<file path="src/rtl/sobel_kernel_ci.sv">
// -----------------------------------------------------------------------------
// sobel_kernel_ci
//
// Custom-instruction stage computing a clamped Sobel gradient magnitude over a
// 3x3 grayscale window that the CPU loads row by row.
//
// Operations (valueB[31:30]):
//   00 LOAD    : row valueB[1:0] <= valueA[23:0] (col0 in [7:0]); row 3 = no write
//   01 COMPUTE : 9 tap cycles, 1 magnitude cycle, done pulse in cycle 11
//   10 CLEAR   : window, Gx and Gy <= 0 (and threshold <= valueA[10:0])
//   11 READ    : result = {sext16(Gy), sext16(Gx)} from the last COMPUTE
//
// Optional build macro: SOBEL_THRESHOLD_EN
//   When defined, CLEAR also loads an 11-bit threshold and COMPUTE returns
//   255 if |Gx|+|Gy| >= threshold, else 0 (instead of the clamped magnitude).
//
// Ports:
//   clock  : system clock, all state updates on the rising edge
//   reset  : synchronous reset, active low
//   start  : one-cycle instruction start strobe
//   ciN    : custom-instruction number, block responds only to customId
//   valueA : operand A (pixels / threshold)
//   valueB : operand B ([31:30] op, [1:0] row index for LOAD)
//   done   : one-cycle completion pulse
//   result : instruction result, forced to zero whenever done is low so the
//            bus can be OR-ed with other custom-instruction units
// -----------------------------------------------------------------------------
module sobel_kernel_ci #(
  parameter logic [7:0] customId = 8'h19
) (
  input  logic        clock,
  input  logic        reset,
  input  logic        start,
  input  logic [7:0]  ciN,
  input  logic [31:0] valueA,
  input  logic [31:0] valueB,
  output logic        done,
  output logic [31:0] result
);

  localparam logic [1:0] OP_LOAD    = 2'b00;
  localparam logic [1:0] OP_COMPUTE = 2'b01;
  localparam logic [1:0] OP_CLEAR   = 2'b10;
  localparam logic [1:0] OP_READ    = 2'b11;

  typedef enum logic [1:0] {
    ST_IDLE = 2'd0,
    ST_TAP  = 2'd1,
    ST_MAG  = 2'd2,
    ST_DONE = 2'd3
  } state_t;

  state_t             r_state;
  state_t             w_state_nxt;
  logic [7:0]         r_pix [0:8];
  logic [3:0]         r_k;
  logic signed [11:0] r_gx;
  logic signed [11:0] r_gy;
  logic [7:0]         r_out;
`ifdef SOBEL_THRESHOLD_EN
  logic [10:0]        r_thr;
`endif

  logic               w_accept;
  logic [1:0]         w_op;
  logic [7:0]         w_pix_sel;
  logic [11:0]        w_px1;
  logic [11:0]        w_px2;
  logic [11:0]        w_dx;
  logic [11:0]        w_dy;
  logic [11:0]        w_abs_gx;
  logic [11:0]        w_abs_gy;
  logic [10:0]        w_mag;
  logic [7:0]         w_out_nxt;
  logic               w_unused_bits;

  assign w_op          = valueB[31:30];
  assign w_unused_bits = ^{valueA[31:24], valueB[29:2]};

  // An instruction is taken only in IDLE; a low reset also blocks acceptance
  // so nothing completes in a cycle whose state is being cleared.
  assign w_accept = start && (ciN == customId) && (r_state == ST_IDLE) && reset;

  // Select the window pixel addressed by the tap counter (row-major order).
  always_comb begin
    w_pix_sel = 8'd0;
    case (r_k)
      4'd0:    w_pix_sel = r_pix[0];
      4'd1:    w_pix_sel = r_pix[1];
      4'd2:    w_pix_sel = r_pix[2];
      4'd3:    w_pix_sel = r_pix[3];
      4'd4:    w_pix_sel = r_pix[4];
      4'd5:    w_pix_sel = r_pix[5];
      4'd6:    w_pix_sel = r_pix[6];
      4'd7:    w_pix_sel = r_pix[7];
      4'd8:    w_pix_sel = r_pix[8];
      default: w_pix_sel = 8'd0;
    endcase
  end

  assign w_px1 = {4'd0, w_pix_sel};
  assign w_px2 = {3'd0, w_pix_sel, 1'b0};

  // Per-tap Gx/Gy contributions; coefficients of +-1/+-2 become pass,
  // shift-by-one and two's-complement negation, so no multiplier is built.
  always_comb begin
    w_dx = 12'd0;
    w_dy = 12'd0;
    case (r_k)
      4'd0:    begin w_dx = 12'd0 - w_px1; w_dy = 12'd0 - w_px1; end
      4'd1:    begin w_dx = 12'd0;         w_dy = 12'd0 - w_px2; end
      4'd2:    begin w_dx = w_px1;         w_dy = 12'd0 - w_px1; end
      4'd3:    begin w_dx = 12'd0 - w_px2; w_dy = 12'd0;         end
      4'd4:    begin w_dx = 12'd0;         w_dy = 12'd0;         end
      4'd5:    begin w_dx = w_px2;         w_dy = 12'd0;         end
      4'd6:    begin w_dx = 12'd0 - w_px1; w_dy = w_px1;         end
      4'd7:    begin w_dx = 12'd0;         w_dy = w_px2;         end
      4'd8:    begin w_dx = w_px1;         w_dy = w_px1;         end
      default: begin w_dx = 12'd0;         w_dy = 12'd0;         end
    endcase
  end

  // |Gx| and |Gy| are at most 1020, so their sum always fits in 11 bits.
  assign w_abs_gx = r_gx[11] ? (12'd0 - r_gx) : r_gx;
  assign w_abs_gy = r_gy[11] ? (12'd0 - r_gy) : r_gy;
  assign w_mag    = w_abs_gx[10:0] + w_abs_gy[10:0];

`ifdef SOBEL_THRESHOLD_EN
  assign w_out_nxt = (w_mag >= r_thr) ? 8'hFF : 8'h00;
`else
  assign w_out_nxt = (w_mag > 11'd255) ? 8'hFF : w_mag[7:0];
`endif

  // FSM state register.
  always_ff @(posedge clock) begin
    if (!reset) begin
      r_state <= ST_IDLE;
    end else begin
      r_state <= w_state_nxt;
    end
  end

  // FSM next-state logic.
  always_comb begin
    w_state_nxt = r_state;
    case (r_state)
      ST_IDLE: begin
        if (w_accept && (w_op == OP_COMPUTE)) begin
          w_state_nxt = ST_TAP;
        end else begin
          w_state_nxt = ST_IDLE;
        end
      end
      ST_TAP: begin
        if (r_k == 4'd8) begin
          w_state_nxt = ST_MAG;
        end else begin
          w_state_nxt = ST_TAP;
        end
      end
      ST_MAG:  w_state_nxt = ST_DONE;
      ST_DONE: w_state_nxt = ST_IDLE;
      default: w_state_nxt = ST_IDLE;
    endcase
  end

  // Outputs: single-cycle ops answer in their start cycle, COMPUTE in DONE.
  always_comb begin
    done   = 1'b0;
    result = 32'd0;
    if (r_state == ST_DONE) begin
      done   = 1'b1;
      result = {24'd0, r_out};
    end else if (w_accept) begin
      case (w_op)
        OP_LOAD:  done = 1'b1;
        OP_CLEAR: done = 1'b1;
        OP_READ: begin
          done   = 1'b1;
          result = {{4{r_gy[11]}}, r_gy, {4{r_gx[11]}}, r_gx};
        end
        default: done = 1'b0;
      endcase
    end else begin
      done   = 1'b0;
      result = 32'd0;
    end
  end

  // Datapath: window, accumulators, tap counter, result and threshold.
  always_ff @(posedge clock) begin
    if (!reset) begin
      for (int i = 0; i < 9; i++) r_pix[i] <= 8'd0;
      r_k   <= 4'd0;
      r_gx  <= 12'sd0;
      r_gy  <= 12'sd0;
      r_out <= 8'd0;
`ifdef SOBEL_THRESHOLD_EN
      r_thr <= 11'd0;
`endif
    end else begin
      case (r_state)
        ST_IDLE: begin
          if (w_accept) begin
            case (w_op)
              OP_LOAD: begin
                case (valueB[1:0])
                  2'd0: begin
                    r_pix[0] <= valueA[7:0];
                    r_pix[1] <= valueA[15:8];
                    r_pix[2] <= valueA[23:16];
                  end
                  2'd1: begin
                    r_pix[3] <= valueA[7:0];
                    r_pix[4] <= valueA[15:8];
                    r_pix[5] <= valueA[23:16];
                  end
                  2'd2: begin
                    r_pix[6] <= valueA[7:0];
                    r_pix[7] <= valueA[15:8];
                    r_pix[8] <= valueA[23:16];
                  end
                  default: begin
                    // row index 3 leaves the window untouched
                  end
                endcase
              end
              OP_COMPUTE: begin
                r_gx <= 12'sd0;
                r_gy <= 12'sd0;
                r_k  <= 4'd0;
              end
              OP_CLEAR: begin
                for (int i = 0; i < 9; i++) r_pix[i] <= 8'd0;
                r_gx <= 12'sd0;
                r_gy <= 12'sd0;
`ifdef SOBEL_THRESHOLD_EN
                r_thr <= valueA[10:0];
`endif
              end
              default: begin
                // READ has no side effects
              end
            endcase
          end
        end
        ST_TAP: begin
          r_gx <= r_gx + $signed(w_dx);
          r_gy <= r_gy + $signed(w_dy);
          r_k  <= r_k + 4'd1;
        end
        ST_MAG: begin
          r_out <= w_out_nxt;
        end
        default: begin
          // DONE holds all state; Gx/Gy stay visible to READ
        end
      endcase
    end
  end

endmodule

</file>
<file path="config.mk">
export PLATFORM = sky130hd
export DESIGN_NAME = sobel_kernel_ci
export DESIGN_NICKNAME = d
export VERILOG_FILES = /design/src/rtl/sobel_kernel_ci.sv
export SDC_FILE = /design/constraint.sdc
export NUM_CORES = 1
export LEC_CHECK = 0
export CORE_MARGIN = 3
export CORE_UTILIZATION = 35
export DETAILED_ROUTE_END_ITERATION = 10
export HOLD_SLACK_MARGIN = 0.06
export PLACE_DENSITY_LB_ADDON = 0.2
export SLEW_MARGIN = 15
export SYNTH_ARGS = -nofsm -noshare
export SYNTH_HDL_FRONTEND = slang
export SYNTH_SLANG_ARGS = --single-unit
</file>
<file path="constraint.sdc">
create_clock -name clock -period 5.9 [get_ports clock]
set_clock_uncertainty 0.1 [all_clocks]
set_input_delay 0.59 -clock clock [delete_from_list [all_inputs] [get_ports clock]]
set_output_delay 0.59 -clock clock [all_outputs]
set_load 0.005 [all_outputs]
</file>
==> flow_metrics.env, run 1 <==
export IMPL_synthArstFlopShare=0
export IMPL_cts_buffers=9
export IMPL_rrSetupSlack_ns=0.76
export IMPL_dp_hpwl_um=13800
export IMPL_stdcell_count=1077
export IMPL_final_antenna_net_count=0
export IMPL_final_max_slew_viol_count=0
export IMPL_die_area_um2=22500
export IMPL_slowest_stage="dfxtp_1"
export IMPL_io_buffers=71
export IMPL_htree_levels=3
export IMPL_fin_area_um2=8590
export IMPL_ctsResizeCount=0
export IMPL_fmax_ghz=0.194
export IMPL_drc_errors=0
export IMPL_grt_ovfl_total=0
export IMPL_die_w_um=150
export IMPL_synth_seq_cells=110
export IMPL_timing_final_crit_share=0.872
export IMPL_synth_edf_count=72
export IMPL_synth_cells=741
export IMPL_ys_flop_type="edfxtp_1"
export IMPL_start_util=0.358
export IMPL_cp_cell_sequence="inv_1 > ha_1 > nand2b_1 > o221ai_1 > o31ai_1 > ha_1 > inv_1 > nor3_1 > xnor2_1 > a221oi_1 > o21ai_1 > ha_1 > and3_1 > a21oi_1 > o21ai_0 > o41ai_1 > xor2_1 > o21ai_0 > a22o_1"
export IMPL_drive_gt1_frac=0.0818
export IMPL_min_period_ns=5.14
export IMPL_clkSlewWorstSetupHoldPaths_ns=0.08
export IMPL_antenna_found_initial=0
export IMPL_rsz0062_at_grt="false"
export IMPL_cp_slowest_stage_delay_ns=0.45
export IMPL_cpLargestDelayFamily="compound AO/OA/AOI/OAI gates"
export IMPL_status="finished, final reports clean"
export IMPL_postCtsHoldBufs=0
export IMPL_relSlewSlack=0.479
export IMPL_p_per_area_nw_per_um2=186
export IMPL_core_area_um2=20300
export IMPL_globalplace_congestion=0.882
export IMPL_nNetsFinal=925
export IMPL_endpoint_kind="flip-flop"
export IMPL_place_area_um2=8270
export IMPL_postSynthAreaPerCell_um2=9.81
export IMPL_maxCapViolCount=0
export IMPL_dp_cells=1061
export IMPL_cts_tree="built"
export IMPL_netlist_area_um2=7270
export IMPL_ff_latch_area_um2=2920
export IMPL_cp_num_buf_inv=2
export IMPL_multiInputGateArea_um2=4050
export IMPL_clock_latency_ns=0.37
export IMPL_cp_required_ns=6.06
export IMPL_dr_pass1_iters=6
export IMPL_routedWlPerCell_um=17.2
export IMPL_tightest_slew_ns=0.781
export IMPL_crit_top_cell="ha_1"
export IMPL_insertedDiodeCount=0
export IMPL_ys_types=76
export IMPL_cts_setup_buffers=0
export IMPL_p_leak_nw=3.22
export IMPL_yosysSeqAreaShare=0.402
export IMPL_grt_pass1_vias=5787
export IMPL_yosys_warnings=0
export IMPL_path_class="flip-flop to flip-flop"
export IMPL_area_growth_pct=18.2
export IMPL_clockBufferDepth=2
export IMPL_grt_pass1_wl_um=29900
export IMPL_syn_nets=864
export IMPL_startpoint_type="flip-flop"
export IMPL_ios=108
export IMPL_vdd_drop_max_uv=150
export IMPL_hold_path_class="flip-flop to flip-flop"
export IMPL_finalSetupTns_ns=0
export IMPL_hold_violations=0
export IMPL_cts_sinks=110
export IMPL_row_count=52
export IMPL_grt_use_total=0.167
export IMPL_vias=5849
export IMPL_cts_root_buf="clkbuf_16"
export IMPL_viasPerCell=5.43
export IMPL_setup_viol=0
export IMPL_n_fill_cell=1973
export IMPL_grt_max_degree=43
export IMPL_crit_fanout=12
export IMPL_arrival_ns=5.30
export IMPL_drtIter0Drc=311
export IMPL_die_y_um=150
export IMPL_drt_total_wl_um=18600
export IMPL_power_w=0.00160
-- worst paths after layout --
check,from,endpoint,depth (start not counted)
max,r_k[0],r_gy[11],19
min,r_out[5],r_out[5],1
min reg2reg,r_out[5],r_out[5],1
max reg2reg,r_k[0],r_gy[11],19
-- sequential cells by signal (all words and copies together) (netlist names), named ones only --
register / flops
r_gx: 12
r_gy: 12
r_state: 1
r_pix: 72
r_k: 4
r_out: 8
-- cells by family (layout without fill, tap and decap cells) --
| family | Yosys count | after routing | share of synthesized area |
|---|---|---|---|
| adder cells (fa/ha/maj) | 48 | 48 | 0.0857 |
| AND/OR/NAND/NOR | 239 | 239 | 0.174 |
| flip-flops | 110 | 110 | 0.402 |
| AO/OA/AOI/OAI | 220 | 220 | 0.226 |
| XOR/XNOR | 50 | 50 | 0.0603 |
| buffers and inverters | 68 | 134 | 0.0441 |
| multiplexers | 6 | 6 | 0.00826 |
-- layer usage --
| layer | share of wire | track usage | up-vias | routed length [um] |
|---|---|---|---|---|
| li1 | - | - | 2885 | - |
| met1 | 0.44 | 0.209 | 2790 | 8200 |
| met2 | 0.50 | 0.294 | 151 | 9230 |
| met3 | 0.041 | 0.0265 | 23 | 755 |
| met4 | 0.020 | 0.0531 | 0 | 370 |
| met5 | 0 | 0 | - | 0 |
-- stage by stage --
stage / setup WS, ns / hold slack [ns] / utilization
after CTS: 0.849 / 0.444 / 0.423
after global placement: 0.970 / 0.420 / 0.408
after floorplan: 1.44 / 0.387 / -
after detailed placement: 0.875 / 0.425 / 0.408
after global routing: 0.380 / 0.459 / 0.423
final: 0.757 / 0.442 / 0.423
-- power by group --
part	internal, W	switching, W
Combinational	0.0000546	0.0000617
Sequential	0.000833	0.00000532
Clock	0.000309	0.000332
-- cell type report --
class                           instances  area share
Clock buffer                            9      0.0262
Sequential cell                       110       0.340
Multi-Input combinational cell        563       0.471
Timing Repair Buffer                   92       0.101
Clock inverter                          7      0.0109
Tap cell                              270      0.0393
Inverter                               26      0.0114
-- cell usage in the layout (no fill, tap or decap), drive strengths merged, types with 10 or more instances in the layout --
master and n:
edfxtp 72, clkdlybuf4s50 71, nor2 50, nand2 46, and2 46, ha 45, a21oi 41, xnor2 38
dfxtp 38, o21ai 38, a22oi 29, inv 29, nor2b 28, buf 21, nor3 18, nand3 16
xor2 12, o31ai 11, a22o 10
-- synthesized netlist by cell type, types with 6 or more instances --
library cell	n	area, um2
or3_1	7	43.8
o221a_2	8	90.1
a221oi_1	7	61.3
nor2b_1	27	169
ha_1	45	563
buf_2	10	50.1
nor3_1	18	90.1
o21ai_0	36	180
a21o_1	8	60.1
a31oi_1	8	50.1
nand2_1	45	169
nand3_1	16	80.1
dfxtp_1	38	761
a22oi_1	29	218
a21oi_1	40	200
buf_4	10	75.1
o22ai_1	6	37.5
xnor2_1	38	333
nor2_1	50	188
mux2i_1	6	60.1
nand2b_1	8	50.1
and2_1	44	275
o31ai_1	10	75.1
a22o_1	10	87.6
a211oi_1	8	60.1
edfxtp_1	72	2160
inv_1	25	93.8
clkbuf_1	20	75.1
xor2_1	12	105
Power figures use the tool's default switching activity.
==> run 2: changes to the inputs <==
clock period = 5.1 ns   (was 5.9 ns; I/O delays follow)
==> run 2 against run 1 <==
Net effect:
- flip-flop and latch count did not move
- non-clock buffer count grew 36
- cell count rose by 3.3%
- critical path depth decreased by 1
- largest cell class unchanged
- clock power increased by 13%
==> flow_metrics.env, run 2 (same netlist as run 1, synthesis figures left out) <==
export IMPL_postCtsHoldBufs=0
export IMPL_cp_slowest_stage_delay_ns=0.44
export IMPL_drive_gt1_frac=0.129
export IMPL_dr_pass1_iters=4
export IMPL_insertedDiodeCount=0
export IMPL_crit_fanout=13
export IMPL_io_buffers=71
export IMPL_vdd_drop_max_uv=196
export IMPL_antenna_found_initial=0
export IMPL_maxCapViolCount=0
export IMPL_die_y_um=150
export IMPL_finalSetupTns_ns=0
export IMPL_grt_pass1_vias=6016
export IMPL_relSlewSlack=0.389
export IMPL_status="finished, final reports clean"
export IMPL_rsz0062_at_grt="false"
export IMPL_cts_setup_buffers=0
export IMPL_nNetsFinal=961
export IMPL_min_delay_path_depth=2
export IMPL_dp_hpwl_um=14600
export IMPL_drc_errors=0
export IMPL_clockBufferDepth=2
export IMPL_ctsResizeCount=0
export IMPL_grt_ovfl_total=0
export IMPL_min_period_ns=4.75
export IMPL_htree_levels=3
export IMPL_hold_path_class="flip-flop to flip-flop"
export IMPL_ios=108
export IMPL_startpoint_type="flip-flop"
export IMPL_row_count=52
export IMPL_fin_hold_ws_ns=0.426
export IMPL_endpoint_kind="flip-flop"
export IMPL_timing_final_crit_share=0.932
export IMPL_fmax_ghz=0.210
export IMPL_layout_commonest_cell="edfxtp_1"
export IMPL_area_growth_pct=22.2
export IMPL_drtIter0Drc=305
export IMPL_cts_buffers=9
export IMPL_cts_tree="built"
export IMPL_cp_required_ns=5.26
export IMPL_final_antenna_net_count=0
export IMPL_clkSlewWorstSetupHoldPaths_ns=0.08
export IMPL_p_leak_nw=3.40
export IMPL_grt_max_degree=42
export IMPL_tightest_slew_ns=0.915
export IMPL_min_from="r_gy[10]"
export IMPL_setup_viol=0
export IMPL_arrival_ns=4.91
export IMPL_r2r_cells=18
export IMPL_drt_total_wl_um=19200
export IMPL_start_util=0.358
export IMPL_r2r_end="r_gx[11]"
export IMPL_globalplace_congestion=0.872
export IMPL_die_area_um2=22500
export IMPL_mostFrequentLayoutCells="edfxtp_1 (72), clkdlybuf4s50_1 (71), buf_4 (56), nor2_1 (50), nand2_1 (45)"
export IMPL_grt_use_total=0.174
export IMPL_slowest_stage="o31a_4"
export IMPL_cts_root_buf="clkbuf_16"
export IMPL_largest_register_ffs=72
export IMPL_clock_latency_ns=0.36
export IMPL_hold_violations=0
export IMPL_r2r_start="r_k[0]"
export IMPL_path_class="flip-flop to flip-flop"
export IMPL_rrSetupSlack_ns=0.35
export IMPL_grt_pass1_wl_um=31300
export IMPL_die_w_um=150
export IMPL_regMostFlops="r_pix"
export IMPL_holdPathEnd="r_gy[10]"
export IMPL_final_max_slew_viol_count=0
export IMPL_core_area_um2=20300
export IMPL_reg_largest_list="r_pix (72), r_gx (12), r_gy (12)"
export IMPL_cp_cell_sequence="ha_1 > buf_12 > a221oi_2 > a21oi_1 > a221o_1 > o31a_4 > nor4_4 > xor2_1 > a221oi_1 > nor2_1 > ha_1 > and3_1 > o211ai_1 > nand3_1 > o41ai_2 > xor2_1 > o21ai_0 > a22o_1"
export IMPL_viasPerCell=5.43
export IMPL_p_per_area_nw_per_um2=208
export IMPL_routedWlPerCell_um=17.3
export IMPL_cts_sinks=110
export IMPL_vias=6048
run 2: cell type report:
type | instances | area [um2]
well taps | 270 | 338
clock buffers | 9 | 225
fillers | 1991 | 11400
inverters | 26 | 97.6
flip-flops and latches | 110 | 2930
repair buffers | 128 | 1150
clock inverters | 7 | 72.6
multi-input cells | 563 | 4070
run 2: power breakdown:
group	total (W)	switching (W)	internal, W
clock	0.000726	0.000378	0.000348
combinational	0.000147	0.0000748	0.0000727
sequential	0.000970	0.00000610	0.000964
run 2: how the worst max path moves through the flow:
| stage | startpoint | to | slack, ns | cells past startpoint |
|---|---|---|---|---|
| floorplan | r_k[0] | r_gy[10] | 0.64 | 19 |
| global placement | r_k[0] | r_gy[11] | 0.37 | 20 |
| detailed placement | r_k[0] | r_gx[11] | 0.25 | 20 |
| CTS | r_k[0] | r_gx[11] | 0.26 | 20 |
| global route | r_k[0] | r_gx[11] | 0.02 | 18 |
| finish | r_k[0] | r_gx[11] | 0.35 | 18 |
run 2: worst max-delay path, delay by kind of cell (launching register included):
family                     cells  cell delay (ns)
buffers and inverters          1             0.24
DFF                            1             0.36
and+or+nand+nor                4             0.72
xor gates and xnor gates       2             0.40
AOI/OAI and AO/OA              9             2.15
adders and majority gates      2             0.67
run 2: per-stage QoR:
| step | utilization | setup slack [ns] | total power (W) | cell area, um2 | std cells |
|---|---|---|---|---|---|
| after global routing | 0.438 | 0.0190 | 0.00191 | 8880 | 1113 |
| after detailed placement | 0.422 | 0.249 | 0.00114 | 8560 | 1097 |
| after CTS | 0.436 | 0.257 | 0.00187 | 8850 | 1113 |
| after floorplan | - | 0.637 | 0.00107 | 7270 | 741 |
| after global placement | 0.422 | 0.374 | 0.00114 | 8560 | 1097 |
| final | 0.438 | 0.346 | 0.00184 | 8880 | 1113 |
run 2: layer usage:
layer  GRT usage  wire, um  vias to the layer above  share of wire
li1            -         -                     2973              -
met1       0.219      8320                     2927           0.43
met2       0.311      9830                      127           0.51
met3      0.0286       756                       21          0.039
met4      0.0467       303                        0          0.016
met5           0         0                        -              0
==> run 3: changes to the inputs <==
CTS_CLUSTER_SIZE = 10   (was default)
==> results of run 3 <==
Same layout as run 2: the final DEF is identical, and so are final timing and power.
